## src/rtl/wb_ctrl_if.sv

```systemverilog
// Writeback controller bus: ALU/LSU result channels, issue/decode lookups,
// register-file write port and bypass outputs.
interface wb_ctrl_if #(
  parameter int XLEN = 32
);
  logic            alu_valid;
  logic            alu_ready;
  logic [4:0]      alu_rd;
  logic [XLEN-1:0] alu_data;
  logic            lsu_valid;
  logic            lsu_ready;
  logic [4:0]      lsu_rd;
  logic [XLEN-1:0] lsu_data;
  logic            issue_valid;
  logic [4:0]      issue_rd;
  logic [4:0]      ra1;
  logic [4:0]      ra2;
  logic            rs1_busy;
  logic            rs2_busy;
  logic            we;
  logic [4:0]      wa;
  logic [XLEN-1:0] wd;
  logic            byp1_hit;
  logic            byp2_hit;
  logic [XLEN-1:0] byp_data;

  // Master side: execute/memory/decode driving the controller.
  modport master (
    output alu_valid, alu_rd, alu_data,
    output lsu_valid, lsu_rd, lsu_data,
    output issue_valid, issue_rd, ra1, ra2,
    input  alu_ready, lsu_ready, rs1_busy, rs2_busy,
    input  we, wa, wd, byp1_hit, byp2_hit, byp_data
  );

  modport slave (
    input  alu_valid, alu_rd, alu_data,
    input  lsu_valid, lsu_rd, lsu_data,
    input  issue_valid, issue_rd, ra1, ra2,
    output alu_ready, lsu_ready, rs1_busy, rs2_busy,
    output we, wa, wd, byp1_hit, byp2_hit, byp_data
  );
endinterface

```

## src/rtl/wb_ctrl.sv

```systemverilog
// Writeback controller: LSU-over-ALU arbitration, one registered write per
// cycle, and a register busy scoreboard. Optional bypass: WB_BYPASS_EN.
module wb_ctrl #(
  parameter int XLEN = 32,
  parameter int NREG = 32
) (
  input logic       clk,
  input logic       reset,
  wb_ctrl_if.slave  bus
);
  logic            lsu_fire;
  logic            alu_fire;
  logic            we_q;
  logic [4:0]      wa_q;
  logic [XLEN-1:0] wd_q;
  logic [NREG-1:0] busy;
  logic [NREG-1:0] busy_nxt;
  logic [NREG-1:0] set_vec;
  logic [NREG-1:0] clr_vec;
  logic            clr_en;
  logic [4:0]      clr_a;

  assign bus.lsu_ready = !reset;
  assign bus.alu_ready = !reset && !bus.lsu_valid;
  assign lsu_fire      = bus.lsu_valid && bus.lsu_ready;
  assign alu_fire      = bus.alu_valid && bus.alu_ready;

  // NOTE: sequential state uses non-blocking assignments so every flop
  // samples pre-edge values regardless of statement order.
  always_ff @(posedge clk) begin
    if (reset) begin
      we_q <= 1'b0;
      wa_q <= '0;
      wd_q <= '0;
    end else if (lsu_fire) begin
      we_q <= (bus.lsu_rd != 5'd0);
      wa_q <= bus.lsu_rd;
      wd_q <= bus.lsu_data;
    end else if (alu_fire) begin
      we_q <= (bus.alu_rd != 5'd0);
      wa_q <= bus.alu_rd;
      wd_q <= bus.alu_data;
    end else begin
      we_q <= 1'b0;
    end
  end

`ifdef WB_BYPASS_EN
  // Bypass covers the write cycle, so the bit can clear on the write itself.
  assign clr_en = we_q;
  assign clr_a  = wa_q;
`else
  logic       clr_q;
  logic [4:0] clr_aq;

  // Clear one cycle late so the synchronous RAM read sees the new value.
  // A reissue of the same register during the write cycle cancels the clear.
  always_ff @(posedge clk) begin
    if (reset) begin
      clr_q  <= 1'b0;
      clr_aq <= '0;
    end else begin
      clr_q  <= we_q && !(bus.issue_valid && bus.issue_rd == wa_q);
      clr_aq <= wa_q;
    end
  end

  assign clr_en = clr_q;
  assign clr_a  = clr_aq;
`endif

  // NOTE: every always_comb output gets a default first, so no latch is inferred.
  always_comb begin
    set_vec = '0;
    clr_vec = '0;
    if (bus.issue_valid && bus.issue_rd != 5'd0) set_vec[bus.issue_rd] = 1'b1;
    if (clr_en) clr_vec[clr_a] = 1'b1;
    // Set is applied after clear so a reissue wins.
    busy_nxt = (busy & ~clr_vec) | set_vec;
  end

  always_ff @(posedge clk) begin
    if (reset) busy <= '0;
    else       busy <= busy_nxt;
  end

  assign bus.we = we_q;
  assign bus.wa = wa_q;
  assign bus.wd = wd_q;

  // busy[0] is never set, so ra==0 always reads as not busy.
  always_comb begin
    bus.byp1_hit = 1'b0;
    bus.byp2_hit = 1'b0;
    bus.byp_data = '0;
`ifdef WB_BYPASS_EN
    bus.byp1_hit = we_q && (wa_q == bus.ra1) && (bus.ra1 != 5'd0);
    bus.byp2_hit = we_q && (wa_q == bus.ra2) && (bus.ra2 != 5'd0);
    bus.byp_data = wd_q;
`endif
    bus.rs1_busy = busy[bus.ra1] && !bus.byp1_hit;
    bus.rs2_busy = busy[bus.ra2] && !bus.byp2_hit;
  end
endmodule
```

## src/flat_wrapper.sv

```systemverilog
// flat-port wrapper written by rule: the top's interface ports become plain ports
module wb_ctrl_flat 
#(
  parameter int XLEN = 32,
  parameter int NREG = 32
)
  (clk, reset, bus_alu_valid, bus_alu_rd, bus_alu_data, bus_lsu_valid, bus_lsu_rd, bus_lsu_data, bus_issue_valid, bus_issue_rd, bus_ra1, bus_ra2, bus_alu_ready, bus_lsu_ready, bus_rs1_busy, bus_rs2_busy, bus_we, bus_wa, bus_wd, bus_byp1_hit, bus_byp2_hit, bus_byp_data);
  wb_ctrl_if #(.XLEN(XLEN)) bus_i ();
  input logic clk;
  input logic reset;
  input wire logic [$bits(bus_i.alu_valid)-1:0] bus_alu_valid;
  input wire logic [$bits(bus_i.alu_rd)-1:0] bus_alu_rd;
  input wire logic [$bits(bus_i.alu_data)-1:0] bus_alu_data;
  input wire logic [$bits(bus_i.lsu_valid)-1:0] bus_lsu_valid;
  input wire logic [$bits(bus_i.lsu_rd)-1:0] bus_lsu_rd;
  input wire logic [$bits(bus_i.lsu_data)-1:0] bus_lsu_data;
  input wire logic [$bits(bus_i.issue_valid)-1:0] bus_issue_valid;
  input wire logic [$bits(bus_i.issue_rd)-1:0] bus_issue_rd;
  input wire logic [$bits(bus_i.ra1)-1:0] bus_ra1;
  input wire logic [$bits(bus_i.ra2)-1:0] bus_ra2;
  output wire logic [$bits(bus_i.alu_ready)-1:0] bus_alu_ready;
  output wire logic [$bits(bus_i.lsu_ready)-1:0] bus_lsu_ready;
  output wire logic [$bits(bus_i.rs1_busy)-1:0] bus_rs1_busy;
  output wire logic [$bits(bus_i.rs2_busy)-1:0] bus_rs2_busy;
  output wire logic [$bits(bus_i.we)-1:0] bus_we;
  output wire logic [$bits(bus_i.wa)-1:0] bus_wa;
  output wire logic [$bits(bus_i.wd)-1:0] bus_wd;
  output wire logic [$bits(bus_i.byp1_hit)-1:0] bus_byp1_hit;
  output wire logic [$bits(bus_i.byp2_hit)-1:0] bus_byp2_hit;
  output wire logic [$bits(bus_i.byp_data)-1:0] bus_byp_data;
  assign bus_i.alu_valid = bus_alu_valid;
  assign bus_i.alu_rd = bus_alu_rd;
  assign bus_i.alu_data = bus_alu_data;
  assign bus_i.lsu_valid = bus_lsu_valid;
  assign bus_i.lsu_rd = bus_lsu_rd;
  assign bus_i.lsu_data = bus_lsu_data;
  assign bus_i.issue_valid = bus_issue_valid;
  assign bus_i.issue_rd = bus_issue_rd;
  assign bus_i.ra1 = bus_ra1;
  assign bus_i.ra2 = bus_ra2;
  assign bus_alu_ready = bus_i.alu_ready;
  assign bus_lsu_ready = bus_i.lsu_ready;
  assign bus_rs1_busy = bus_i.rs1_busy;
  assign bus_rs2_busy = bus_i.rs2_busy;
  assign bus_we = bus_i.we;
  assign bus_wa = bus_i.wa;
  assign bus_wd = bus_i.wd;
  assign bus_byp1_hit = bus_i.byp1_hit;
  assign bus_byp2_hit = bus_i.byp2_hit;
  assign bus_byp_data = bus_i.byp_data;
  wb_ctrl #(.XLEN(XLEN), .NREG(NREG)) u_core (.clk(clk), .reset(reset), .bus(bus_i));
endmodule
```

## config.mk

```make
export PLATFORM = sky130hd
export DESIGN_NAME = wb_ctrl_flat
export DESIGN_NICKNAME = d
export VERILOG_FILES = /design/src/rtl/wb_ctrl_if.sv /design/src/rtl/wb_ctrl.sv /design/src/flat_wrapper.sv
export SDC_FILE = /design/constraint.sdc
export NUM_CORES = 1
export LEC_CHECK = 0
export BUFFER_PORTS_ARGS = -buffer_cell sky130_fd_sc_hd__buf_2
export CORE_UTILIZATION = 25
export CTS_CLUSTER_DIAMETER = 120
export CTS_CLUSTER_SIZE = 30
export DETAILED_ROUTE_END_ITERATION = 8
export SYNTH_ARGS = -nofsm -noshare
export SYNTH_HDL_FRONTEND = slang
export SYNTH_SLANG_ARGS = --single-unit
```

## constraint.sdc

```tcl
create_clock -name clk -period 1.49 [get_ports clk]
set_input_delay 0.298 -clock clk [delete_from_list [all_inputs] [get_ports clk]]
set_output_delay 0.298 -clock clk [all_outputs]
set_load 0.01 [all_outputs]
```

==> summary.txt, run 1 <==
Clocking
  • TritonCTS Buffers: 9
  • CTS max path bufs: 2
  • # clock sinks: 76
  • Clock-pin slew of the registers on the worst-case setup and hold paths: 0.06 ns
  • Insertion delay of the later-clocked pin in the worst-skew pair: 0.33 ns
  • CTS tree: built
  • Root cell of the clock tree: clkbuf_16
  • CTS Hold Bufs: 0
  • Deepest level of the CTS H-tree: 3

Finish
  • Layout Area Growth over Synthesis: 29.64%
  • Finished Cell Area: 5358 um^2
  • Number of diodes added for antenna fixing: 0
  • Nets: between 700 and 800
  • Final core utilization: between 30% and 40%
  • Layout cell share with drive strength beyond 1: roughly 29%

Drt
  • Detailed router's first-iteration violation count: 134
  • Total vias in the final route: 3860
  • Routed wire per std cell: between 10 and 15 um
  • Detailed-routing iteration count for the pre-antenna-repair pass: 4
  • Via/cell ratio: approximately 4.4
  • Wire length after detailed routing: approximately 12000 um
  • DRC viols: 0
  • Remaining number of nets flagged by the antenna check after routing: 0

Timing
  • # setup viols final: 2
  • Setup slack of the critical path after layout: -0.3371 ns
  • Endpoints failing hold: 0
  • Final Skew: 0.006239 ns
  • RSZ-0062 raised after global routing: yes
  • Final Slew Violations: 0
  • Period utilization: 122.6%
  • Clock period minus worst slack: 1.827 ns
  • Max Fclk: 0.5473 GHz

Global routing
  • Number of global-route vias before repair: 3610
  • Global-route wire length before repair: between 15000 and 20000 um
  • Number of antenna violations at the first check in global routing: 1
  • Aggregate global-route resource usage: roughly 14%
  • Maximum number of pins on one net before global-route repair: 39
  • Total global routing overflow: 0

Run status
  • Status: complete, but fails checks
  • Violated checks: setup timing

Floorplan
  • Initial core utilization: 25.83%
  • Std-Cell Core Area: 16000 um^2
  • Placement Rows: 46
  • Horiz. Die Dim: 130.6 um
  • Chip height: 130.6 um
  • Die Outline Area: 17050 um^2
  • Number of primary I/O pins: 170

Pwr
  • PnR Total Power: 5.342 mW
  • Worst voltage drop across the vdd grid: 0.5167 mV
  • Power density over the cells: 997.1 nW/um^2
  • Leakage power figure: 2.482 nW

Worst setup path
  • Start-to-end type of the worst setup path: register to output port
  • Worst setup startpoint: u_core.busy[19]
  • Worst-path maximum fanout: 3
  • Worst Path Arrival: 1.53 ns
  • FF-to-FF Start: u_core.clr_en
  • Type of element capturing the critical path: output port
  • Critical path data required time: ~1.2 ns
  • Startpoint types: register

Placement
  • Number of I/O port buffers: 135
  • HPWL reported at the end of detailed placement: 8802 um
  • GPL Wtd Cong: 0.8201
  • Placed standard-cell area: 4984 um^2

Logic synthesis
  • Number of instances in the synthesized netlist: 512
  • Unique cell type count in the Yosys netlist: 36
  • Total of warnings raised by yosys: 0
  • FF+latch count, synth: between 70 and 80
  • Cell area after technology mapping: roughly 4100 um^2
  • Proportion of synthesized chip area in sequential cells: 36.82%
  • Post-Syn Area per Cell: 8.072 um^2

Hold path
  • Hold_sp: bus_lsu_data[9]
  • Hold WC Path Type: primary input to register

Job
  • Maximum Capacitance Violations: 0
## where the power goes
part	switching [mW]	leakage (nW)	internal, mW
Clock	0.828	0.156	1.50
Combinational	0.451	1.70	0.378
Sequential	0.0618	0.628	2.12
## what timing repair did
item	CTS	global route
cloned	0	1
setup endpoints to repair	2	2
resized for setup	8	7
setup buffers	0	1
endpoints found under the hold margin	0	0
pin swaps	10	6
## cells in the mapped netlist
cell type  count  share of area (%)
buf_12         2               0.97
inv_1          1              0.091
buf_6          2               0.54
a311o_1        2               0.48
and2b_1        2               0.36
xor2_1         4               0.85
a21oi_1       75                9.1
nor4_1         1               0.15
mux2i_1       69                 17
nor2_1        83                7.5
or3b_2         1               0.21
xnor2_1        1               0.21
conb_1         1              0.091
buf_2          7               0.85
dfxtp_1       76                 37
and2_1         2               0.30
and3_1         3               0.45
a311oi_1       1               0.21
or3_1          1               0.15
a22oi_1        8                1.5
a211oi_1       2               0.36
and3b_1        3               0.64
nand3b_1       5               0.91
buf_4         37                6.7
or3b_1         1               0.21
o21ai_0       31                3.8
nand3_1        7               0.85
nand2b_1       2               0.30
o211a_1        1               0.24
nor2b_1        7                1.1
nand4b_1       2               0.42
nor3_1         3               0.36
clkbuf_1      16                1.5
buf_1          1              0.091
nand2_1       48                4.4
nor3b_1        4               0.73
## state kept, by name, indices dropped and copies added (netlist names)
register       flops
u_core.clr_en      1
u_core.bus.wa      5
u_core.busy       32
u_core.bus.wd     32
u_core.clr_a       5
u_core.bus.we      1
## cells by family after synthesis
group / count (synthesis) / share of synthesized area, %
buf+inv: 66 / 10.72
xor+xnor: 5 / 1.060
compound gates: 120 / 15.59
mux: 69 / 16.71
other cells: 1 / 0.09074
simple gates: 175 / 19.01
flops: 76 / 36.82
## routing by layer
metal	routed length, um	up-vias	GRT usage, %
met3	975	9	4.072
met4	157	0	4.868
met5	0	-	0
met2	4976	176	21.69
met1	5599	1702	19.25
li1	-	1973	-
## critical path: stages, from the launching register on
cell and delay [ns]:
dfxtp_2 0.33, mux2i_1 0.14, a22oi_1 0.10, nand4b_1 0.09, a21oi_1 0.05, a311o_1 0.35, buf_2 0.15
## final timing paths
kind	end	cells past startpoint	slack, ns
max reg2reg	u_core.busy[12]	3	0.15
min reg2reg	u_core.busy[14]	2	0.48
max	bus_rs1_busy	6	-0.34
min	u_core.bus.wd[9]	3	0.19
## through the flow
stage | instances | hold WS [ns] | TNS (ns) | setup slack, ns
global route | 869 | 0.1875 | -0.7821 | -0.3997
finish | 869 | 0.1939 | -0.6483 | -0.3371
floorplan | 545 | 0.4407 | -0.06006 | -0.03003
CTS | 867 | 0.1785 | -0.6571 | -0.3287
detailed placement | 852 | 0.4883 | -0.5702 | -0.2861
global placement | 852 | 0.4696 | -0.5539 | -0.2996
## cells in the final DEF, fill, tap and decap left out, types with 7 or more instances in the layout
| cell | n |
|---|---|
| buf_4 | 17 |
| nand3_1 | 7 |
| nor2_1 | 83 |
| conb_1 | 34 |
| dfxtp_2 | 12 |
| nand2_1 | 48 |
| a21oi_1 | 75 |
| mux2i_1 | 67 |
| dfxtp_1 | 64 |
| o21ai_0 | 31 |
| a22oi_1 | 8 |
| nor2b_1 | 7 |
| clkbuf_16 | 10 |
| buf_2 | 134 |
## final cells by class
cell class / count / area [um^2]
well taps: 216 / 270.3
flip-flops and latches: 76 / 1536
fillers: 1730 / 10640
inverters: 1 / 3.754
repair buffers: 158 / 930.9
multi-input cells: 403 / 2300
clock buffers: 11 / 242.7
clock inverters: 4 / 73.82
No activity file was read; power rests on OpenSTA's default activity.
==> run 2: changes to the inputs <==
==> constraint.sdc (replaced) <==
create_clock -name clk -period 1.49 [get_ports clk]
set_input_delay 0.447 -clock clk [delete_from_list [all_inputs] [get_ports clk]]
set_output_delay 0.447 -clock clk [all_outputs]
set_load 0.01 [all_outputs]
==> run 2 against run 1 <==
Against the previous run: combinational power rose by 4.5%; global-route usage barely moved; setup slack got worse by 0.21 ns; the run still ends with setup timing left; die area did not move; final cell count rose by 0.46%; largest cell class unchanged; non-clock buffer count rose by 5; core utilization rose by 0.67 points; clock skew fell by 0.0023 ns; worst hold slack improved by 0.14 ns; register-to-register slack got worse by 0.02 ns; sequential share of layout area fell by 0.82 points; sequential power barely moved.
==> summary.txt, run 2 (synthesis gave the netlist of run 1 again) <==
Drt
  • Detailed router's first-iteration violation count: 147 (was 134)
  • Via/cell ratio: 4.456 (was 4.442)
  • DRC viols: 0 (unchanged)
  • Routed wire per std cell: 13.46 um (was 13.47 um)
  • Remaining number of nets flagged by the antenna check after routing: 0 (unchanged)
  • Wire length after detailed routing: 11750 um (was 11710 um)
  • Total vias in the final route: 3890 (was 3860)
  • Detailed-routing iteration count for the pre-antenna-repair pass: 5 (was 4)

Worst setup path
  • Start-to-end type of the worst setup path: primary input to output port (was register to output port)
  • Worst-path maximum fanout: 7 (was 3)
  • Setup slack of the worst register-to-register path: 0.13 ns (was 0.15 ns)
  • Worst Path Arrival: 1.59 ns (was 1.53 ns)
  • Type of element capturing the critical path: output port (unchanged)
  • Critical path data required time: 1.04 ns (was 1.19 ns)
  • Startpoint types: primary input (was register)

Global routing
  • Maximum number of pins on one net before global-route repair: 44 (was 39)
  • Number of global-route vias before repair: 3669 (was 3610)
  • Number of antenna violations at the first check in global routing: 0 (was 1)
  • Global-route wire length before repair: 18350 um (was 18490 um)
  • Aggregate global-route resource usage: 14.23% (was 14.27%)
  • Total global routing overflow: 0 (unchanged)

Timing
  • RSZ-0062 raised after global routing: yes (unchanged)
  • Setup slack of the critical path after layout: -0.5501 ns (was -0.3371 ns)
  • Period utilization: 136.9% (was 122.6%)
  • Post-Route Hold Slack: 0.3384 ns (was 0.1939 ns)
  • Clock period minus worst slack: 2.040 ns (was 1.827 ns)
  • Total Neg Setup Slack: -1.059 ns (was -0.6483 ns)
  • Endpoints failing hold: 0 (unchanged)
  • # setup viols final: 2 (unchanged)
  • Final Slew Violations: 0 (unchanged)
  • Final Skew: 0.003946 ns (was 0.006239 ns)
  • Max Fclk: 0.4902 GHz (was 0.5473 GHz)

Finish
  • Sequential Area: 1523 um^2 (was 1536 um^2)
  • Layout Area Growth over Synthesis: 32.24% (was 29.64%)
  • Most common cell after layout, fill and taps aside: buf_2 (unchanged)
  • Finished Cell Area: 5465 um^2 (was 5358 um^2)
  • Number of diodes added for antenna fixing: 0 (unchanged)
  • Nets: 748 (was 743)
  • Most frequent cells in the layout: buf_2, nor2_1, a21oi_1, dfxtp_1, mux2i_1 (was buf_2, nor2_1, a21oi_1)
  • Layout cell share with drive strength beyond 1: 28.16% (was 28.64%)
  • Filler cells: 1742 (was 1730)
  • Area used by multi-input combinational logic: 2320 um^2 (was 2300 um^2)

Clocking
  • Root cell of the clock tree: clkbuf_16 (unchanged)
  • Deepest level of the CTS H-tree: 3 (unchanged)
  • Post-CTS Setup Inserts: 0 (unchanged)
  • Insertion delay of the later-clocked pin in the worst-skew pair: 0.33 ns (about the same)
  • Clock-pin slew of the registers on the worst-case setup and hold paths: 0.06 ns (about the same)
  • CTS Hold Bufs: 0 (unchanged)
  • CTS tree: built (unchanged)
  • TritonCTS Buffers: 9 (unchanged)
  • CTS max path bufs: 2 (unchanged)
  • # clock sinks: 76 (unchanged)

Floorplan
  • Die Outline Area: 17050 um^2 (unchanged)
  • Std-Cell Core Area: 16000 um^2 (unchanged)
  • Initial core utilization: 25.83% (unchanged)
  • Horiz. Die Dim: 130.6 um (unchanged)
  • Placement Rows: 46 (unchanged)
  • Number of primary I/O pins: 170 (unchanged)
  • Chip height: 130.6 um (unchanged)

Hold path
  • Hold WC Path Type: primary input to register (unchanged)

Placement
  • HPWL reported at the end of detailed placement: 8631 um (was 8802 um)
  • Placed standard-cell area: 5049 um^2 (was 4984 um^2)
  • GPL Wtd Cong: 0.8207 (was 0.8201)
  • Number of I/O port buffers: 135 (unchanged)

Pwr
  • Leakage power figure: 2.514 nW (was 2.482 nW)
  • Power density over the cells: 979.1 nW/um^2 (was 997.1 nW/um^2)
  • Worst voltage drop across the vdd grid: 0.3888 mV (was 0.5167 mV)

Run status
  • Violated checks: setup timing (unchanged)
  • Status: complete, but fails checks (unchanged)

Job
  • Maximum Capacitance Violations: 0 (unchanged)
==> run 2: worst max-delay path, cell delays in order <==
cell	delay [ns]
buf_12	0.09
buf_12	0.12
mux2i_1	0.18
a22oi_1	0.10
nand3_1	0.10
nand2_1	0.07
a311o_1	0.33
buf_2	0.15
==> run 2: final cells by class <==
class	count	share of cell area (%)
clock inverter	2	1.099
inverter	1	0.06868
multi-input combinational	403	42.44
clock buffer	12	4.510
timing repair buffer	163	19.07
sequential	76	27.86
tap	216	4.945
==> run 2: layer usage <==
layer / wire length [um] / GRT usage [%] / vias up
met2: 5288 / 22.41 / 162
met3: 804 / 3.583 / 13
met1: 5428 / 18.06 / 1741
met5: 0 / 0 / -
li1: - / - / 1974
met4: 231 / 6.964 / 0
==> run 2: worst paths after layout <==
path / from / to / depth (start not counted)
hold reg to reg: u_core.busy[19] / u_core.busy[19] / 2
setup reg to reg: u_core.clr_en / u_core.busy[12] / 3
setup / recovery: bus_ra2[1] / bus_rs2_busy / 8
hold / removal: bus_lsu_data[2] / u_core.bus.wd[2] / 3
==> run 2: where the power goes <==
part / switching [mW] / internal, mW
Combinational: 0.457 / 0.409
Clock: 0.808 / 1.49
Sequential: 0.0620 / 2.12
==> run 2: through the flow <==
step	power [mW]	cells	utilization, %	setup slack, ns
after CTS	5.410	873	33.95	-0.5183
after detailed placement	3.056	857	31.55	-0.5600
final	5.351	873	34.16	-0.5501
after floorplan	2.771	545	-	-0.3280
after global routing	5.617	873	34.16	-0.5747
after global placement	3.052	857	31.55	-0.5681
==> run 2: timing repair <==
action                                  in CTS  in global routing
gates resized for setup                      9                  9
pin swaps                                    5                  3
endpoints found under the setup margin       2                  2
cloned                                       2                  0
